### src/rtl/registrador_varredura.sv
// Parametrised LED-matrix column scan register: hold/load/shift/auto-rotate with step and revolution pulses.
// Optional macro REGISTRADOR_VARREDURA_BIDIR_EN adds the dir port for downward shift/rotate.
module registrador_varredura #(
   parameter int unsigned      WIDTH     = 7,
   parameter int unsigned      DIV       = 4,
   parameter logic [WIDTH-1:0] RESET_VAL = 1
) (
   input  logic             clk,
   input  logic             rst,
   input  logic [1:0]       mode,
   input  logic [WIDTH-1:0] load_data,
   input  logic             d,
`ifdef REGISTRADOR_VARREDURA_BIDIR_EN
   input  logic             dir,
`endif
   output logic [WIDTH-1:0] q,
   output logic             tick,
   output logic             wrap
);

   localparam int unsigned   CW       = (DIV > 1) ? $clog2(DIV) : 1;
   localparam int unsigned   SW       = (WIDTH > 1) ? $clog2(WIDTH) : 1;
   localparam logic [CW-1:0] CNT_LAST = CW'(DIV - 1);
   localparam logic [SW-1:0] STP_LAST = SW'(WIDTH - 1);

   typedef enum logic [1:0] {
      MODE_HOLD  = 2'b00,
      MODE_LOAD  = 2'b01,
      MODE_SHIFT = 2'b10,
      MODE_ROT   = 2'b11
   } mode_t;

   mode_t            op;
   logic             down;
   logic [CW-1:0]    cnt, cnt_nx;
   logic [SW-1:0]    stp, stp_nx;
   logic [WIDTH-1:0] q_nx, shifted, rotated;
   logic             tick_nx, wrap_nx;

   assign op = mode_t'(mode);

`ifdef REGISTRADOR_VARREDURA_BIDIR_EN
   assign down = dir;
`else
   assign down = 1'b0;
`endif

   always_comb begin
      shifted = down ? {d, q[WIDTH-1:1]}    : {q[WIDTH-2:0], d};
      rotated = down ? {q[0], q[WIDTH-1:1]} : {q[WIDTH-2:0], q[WIDTH-1]};
   end

   // Only auto-rotate keeps the prescaler running; every other mode restarts it,
   // so re-entering rotation always waits a full DIV period for the first step.
   always_comb begin
      q_nx    = q;
      cnt_nx  = '0;
      stp_nx  = stp;
      tick_nx = 1'b0;
      wrap_nx = 1'b0;
      unique case (op)
         MODE_HOLD: ;
         MODE_LOAD: begin
            q_nx   = load_data;
            stp_nx = '0;
         end
         MODE_SHIFT: begin
            q_nx    = shifted;
            tick_nx = 1'b1;
            stp_nx  = '0;
         end
         MODE_ROT: begin
            if (cnt == CNT_LAST) begin
               q_nx    = rotated;
               tick_nx = 1'b1;
               if (stp == STP_LAST) begin
                  stp_nx  = '0;
                  wrap_nx = 1'b1;
               end else begin
                  stp_nx = stp + 1'b1;
               end
            end else begin
               cnt_nx = cnt + 1'b1;
            end
         end
      endcase
   end

   always_ff @(posedge clk) begin
      if (rst) begin
         q    <= RESET_VAL;
         cnt  <= '0;
         stp  <= '0;
         tick <= 1'b0;
         wrap <= 1'b0;
      end else begin
         q    <= q_nx;
         cnt  <= cnt_nx;
         stp  <= stp_nx;
         tick <= tick_nx;
         wrap <= wrap_nx;
      end
   end

endmodule

### config.mk
export PLATFORM = sky130hd
export DESIGN_NAME = registrador_varredura
export DESIGN_NICKNAME = d
export VERILOG_FILES = /design/src/rtl/registrador_varredura.sv
export SDC_FILE = /design/constraint.sdc
export NUM_CORES = 1
export LEC_CHECK = 0
export ABC_AREA = 1
export CAP_MARGIN = 10
export CORE_UTILIZATION = 53
export DETAILED_ROUTE_END_ITERATION = 8
export DONT_BUFFER_PORTS = 1
export PLACE_DENSITY = 0.68
export SLEW_MARGIN = 15
export SYNTH_ARGS = -nofsm -noshare
export SYNTH_HDL_FRONTEND = slang
export SYNTH_SLANG_ARGS = --single-unit
### constraint.sdc
create_clock -name clk -period 1.1 [get_ports clk]
set_input_delay 0.22 -clock clk [delete_from_list [all_inputs] [get_ports clk]]
set_output_delay 0.22 -clock clk [all_outputs]
set_load 0.02 [all_outputs]
Yosys cells after proc, flatten, opt, wreduce, memory -nomap -nowiden
Cells that the tools add are included.

word-level totals
  flip-flop bits (word level) = 14
  input port bits = 12
  output and inout bits = 9
  word-level logic and storage cells = 30

cells by class
  add/subtract/negate cells = 2
  equal/unequal tests = 6
  muxes and demuxes = 8
  bitwise logic cells = 2
  reduce and logical (&&, ||, !) cells = 7

operators by type and width
  cell                                            number
  case mux 7 bit (3 select lines)                 1
  two-way mux 7 bit                               1
  == test 2 bit (second input constant)           3
  two-way mux 3 bit                               2
  case mux 3 bit (2 select lines)                 1
  OR reduction 3 bit                              2
  AND reduction 2 bit                             2
  adder 3 x 1 -> 3 bit (second input constant)    1
  == test 3 bit (second input constant)           1
  nonzero test 3 bit                              1
  adder 2 x 1 -> 2 bit (second input constant)    1
  == test 2 x 1 -> 1 bit (second input constant)  1
  two-way mux 1 bit                               2
  != test 2 bit (second input constant)           1
  inverter 1 bit                                  2
  case mux 1 bit (2 select lines)                 1
  nonzero test 2 bit                              1
  OR reduction 2 bit                              1

Longest topological paths before layout
  depth in word-level cells = 4
  mapped depth = 8
  depth with buffers taken out = 8

Worst setup path before layout
Ideal clock, no wire load.

  kind = input -> register
  start = input port mode[0]
  end = register q[0]
  library setup time = 118 ps
  arrival time = 1,040 ps
  data required time = 982 ps
  path slack = -58 ps
  stages on the path = 6
  buffers on the path = 0
  cells stage by stage = inv_1 ha_1 o21ai_4 nand2_1 nor2_1 nor2_1

on the way
  longest elaborated chain between the ends = 3
  elaborated cells between the ends (all ways) = 7
  classes of those cells = eq/ne: 4; mux: 1; reduce/logical: 2

ends and longest elaborated chain
  what                                                                  line  text
  from (decl)                                                           10    input logic [1:0] mode,
  == test 2 bit / == test 2 x 1 -> 1 bit (equally long branches)        61    unique case (op)
  != test 2 bit (no line) / nonzero test 3 bit (equally long branches)  n/a
  AND reduction 2 bit (no line)                                         n/a
  to (signal assigned)                                                  97    q <= q_nx;
  to (decl)                                                             16    output logic [WIDTH-1:0] q,

Several ways; a longest one is shown, not always the timed one.
A chain may end at the register's enable or synchronous reset.

Worst setup path in the final report
  start = register cnt[0]
  end = register stp[2]

on the way
  longest elaborated chain between the ends = 3

ends and longest elaborated chain
  what                           line  text
  from (decl)                    35    logic [CW-1:0] cnt, cnt_nx;
  from (signal assigned)         98    cnt <= cnt_nx;
  == test 2 bit                  73    if (cnt == CNT_LAST) begin
  != test 2 bit (no line)        n/a
  AND reduction 2 bit (no line)  n/a
  to (signal assigned)           99    stp <= stp_nx;
  to (decl)                      36    logic [SW-1:0] stp, stp_nx;

Every way passes these cells.

==> impl_results.rst <==
.. list-table::
   :header-rows: 1

   * - Metric
     - Value
   * - Run status
     - completed
   * - FF+latch count, synth
     - 14
   * - Number of ports placed on the die boundary
     - 21
   * - Post-placement worst setup slack
     - -139.5 ps
   * - Std-Cell Rows
     - 13
   * - Post-synthesis share of cell area spent on full adders, half adders and majority gates
     - 0.06768
   * - Static Leak
     - around 0.41 nW
   * - Proportion of netlist area held by the largest area contributor
     - 0.3790
   * - Cell Count Post-Placement
     - 126
   * - Layout overhead on the synthesized area
     - 17.26%
   * - Post-Route WL
     - about 1500 µm
   * - Detailed-route via count
     - around 680
   * - Clock-pin slew reported for the worst setup and hold paths after clock tree synthesis
     - roughly 90 ps
   * - Floorplan die area
     - between 0.0015 and 0.002 mm²
   * - CTS H-tree lvls
     - 1
   * - Area taken by flip-flops and latches
     - between 200 and 300 µm²
   * - Post-DRT Antenna Nets
     - 0
   * - Worst setup EP type
     - register
   * - Number of antenna violations at the first check in global routing
     - 0
   * - Final worst path period share
     - 0.9653
   * - Peak VDD IR
     - 0.0006995 V
   * - Area of the core region
     - around 0.0013 mm²
   * - Number of fillers in the final layout
     - 129
   * - Number of nets in the finished design
     - 134
   * - Detailed-route wire length per cell
     - between 10 and 15 µm
   * - Share of layout cells above drive strength 1
     - 0.1795
   * - Combinational family with the most area after synthesis
     - simple AND/OR/NAND/NOR gates
   * - Post-synth net total
     - ~120
   * - RSZ-0062 raised after global routing
     - true
   * - Crit-path max FO
     - 5
   * - Total global routing track utilization
     - 0.2280
   * - Final Hold Fails
     - 0
   * - Clock network latency to the later pin of the worst-skew pair
     - around 290 ps
   * - Number of buffers added on ports
     - 0
   * - Vertical die dimension
     - a little under 40 µm
   * - Final min period
     - roughly 1100 ps
   * - Number of instances in the synthesized netlist
     - approximately 110
   * - Final Worst Setup Slack
     - between 30 and 40 ps
   * - GP Congestion
     - 0.7957
   * - Critical path class
     - reg -> reg
   * - Worst Clk Skew
     - 3.337 ps
   * - Arrival @ worst endpoint
     - between 1000 and 1500 ps
   * - Netlist Area Pre-Place
     - about 740 µm²
   * - Syn Area/Cell
     - about 7 µm²
   * - Via count of the first global-routing pass
     - 580
   * - Finish-stage setup viols
     - 0
   * - Count of cell types in the netlist
     - 16
   * - Average vias per placed instance
     - slightly above 5
   * - Largest net degree at the start of global routing
     - 11
   * - Worst Tran Pin Value
     - about 480 ps
   * - Max Cap Viol
     - 0
   * - Synthesis Warnings
     - 0
   * - Critical path data required time
     - roughly 1300 ps
   * - Root Buffer Master
     - clkbuf_4
   * - Simple-gate share of the synthesized area
     - 0.3858
   * - Fraction of synthesized area in multiplexers
     - 0
   * - Max-slew violation total from the final report
     - 0
   * - HPWL reported at the end of detailed placement
     - 1083 µm
   * - Antenna diode count
     - 0
   * - Starting utilization of the core area
     - 0.5683
   * - Overall power of the completed layout
     - approximately 1.2 mW
   * - Worst setup SP type
     - register
   * - Width of the die
     - 39.35 µm
   * - Final hold slack
     - approximately 71 ps
   * - Fmax
     - 0.9418 GHz
   * - Drt pass-1 iters
     - 2
   * - Hold Crit Class
     - in -> reg
   * - Number of clock sinks
     - 14
   * - Largest buffer count on any clock path
     - 2
   * - First-pass GRT wire length
     - around 2300 µm
   * - Xor-xnor portion of the synthesized cell area
     - 0
   * - Worst slew margin relative to its limit
     - 0.6806
   * - Combined area of the multi-input logic cells
     - 447.9 µm²
   * - CTS tree
     - done
   * - Non-filler instance count after layout
     - roughly 130
   * - Leading area contributor after synthesis
     - dfxtp_1
   * - Compound-gate portion of the synthesized area
     - 0.09645
   * - Overflow left after global routing
     - 0
   * - Number of buffers created by CTS
     - 3
   * - Power density relative to cell area
     - roughly 1300 mW/mm²
   * - Number of design-rule violations left by the first detailed-router iteration
     - 8
   * - Proportion of synthesized chip area in sequential cells
     - 0.3790
   * - Post-detailed-route DRC marker count
     - 0
   * - Cell types with the largest area share after synthesis
     - dfxtp_1 (38%), nand2_1 (20%), nor2_1 (7.1%), ha_1 (6.8%), inv_1 (5.1%)
==> critical path, cell delays in order (launching register included) <==
cell and delay (ps):
dfxtp_2 340, ha_4 170, nand2_4 90, o21ai_4 100
nor2_4 170, nand2_1 60, o21ai_1 70
==> flip-flops by register name (all words and copies together), names as in the netlist <==
signal  cells
stp         3
q           7
wrap        1
tick        1
cnt         2
==> timing repair <==
| item | 4_1_cts | 5_1_grt |
|---|---|---|
| setup buffers | 0 | 0 |
| pin swaps | 1 | 10 |
| setup endpoints to repair | 9 | 9 |
| resized for setup | 2 | 7 |
| endpoints found under the hold margin | 2 | 0 |
| hold buffers | 1 | 0 |
| gates cloned | 1 | 0 |
==> layer usage <==
layer,part of all wire,track usage,vias to the layer above
li1,-,-,354
met1,0.46,0.2379,309
met2,0.48,0.3917,15
met3,0.042,0.07955,5
met4,0.027,0.1293,0
met5,0,0,-
==> stage by stage <==
| step | utilization | setup TNS, ps | area, µm² |
|---|---|---|---|
| 3_5_place_dp | 0.6067 | -1154 | 789.5 |
| 4_1_cts | 0.6587 | 0 | 857.1 |
| 3_3_place_gp | 0.6067 | -950.2 | 789.5 |
| 6_report | 0.6663 | 0 | 867.1 |
| 5_1_grt | 0.6663 | -74.50 | 867.1 |
| 2_1_floorplan | - | -12.96 | 752.0 |
==> power breakdown <==
part | total, mW | internal [mW] | switching [mW]
registers | 0.586 | 0.536 | 0.0504
clock network | 0.392 | 0.202 | 0.190
logic | 0.181 | 0.0732 | 0.108
total | 1.16 | 0.811 | 0.348
==> synthesized netlist by cell type, drive strengths merged <==
| library cell | n |
|---|---|
| a21oi | 4 |
| buf | 1 |
| dfxtp | 14 |
| ha | 4 |
| inv | 11 |
| nand2 | 41 |
| nand3 | 6 |
| nor2 | 17 |
| nor3 | 2 |
| o21ai | 8 |
==> final cells by class <==
cell class / instances / area share
clock buffer: 4 / 0.04185
inverter: 11 / 0.04762
multi-input combinational: 83 / 0.5166
sequential: 14 / 0.3261
tap: 15 / 0.02165
timing repair buffer: 5 / 0.04618
==> placed cells by master, fill, tap and decap left out, drive strengths merged <==
master	instances
o21ai	9
nor3	2
dlygate4sd3	1
ha	4
nand2	41
buf	4
a21oi	4
inv	11
nor2	17
nand3	6
dfxtp	14
clkbuf	4
==> kinds of logic (layout without fill, tap and decap cells) <==
family / Yosys count / count (layout)
compound gates: 12 / 13
fa+ha+maj: 4 / 4
buf+inv: 12 / 20
flops: 14 / 14
simple gates: 66 / 66
==> final timing paths <==
path	startpoint	endpoint	slack (ps)	depth (start not counted)
max reg2reg	cnt[0]$_SDFF_PP0_	stp[2]$_SDFFE_PP0P_	40	6
max	cnt[0]$_SDFF_PP0_	stp[2]$_SDFFE_PP0P_	40	6
min	rst	q[0]$_SDFFE_PP1P_	70	2
min reg2reg	cnt[0]$_SDFF_PP0_	cnt[0]$_SDFF_PP0_	440	1
(Power assumes the default switching activity.)
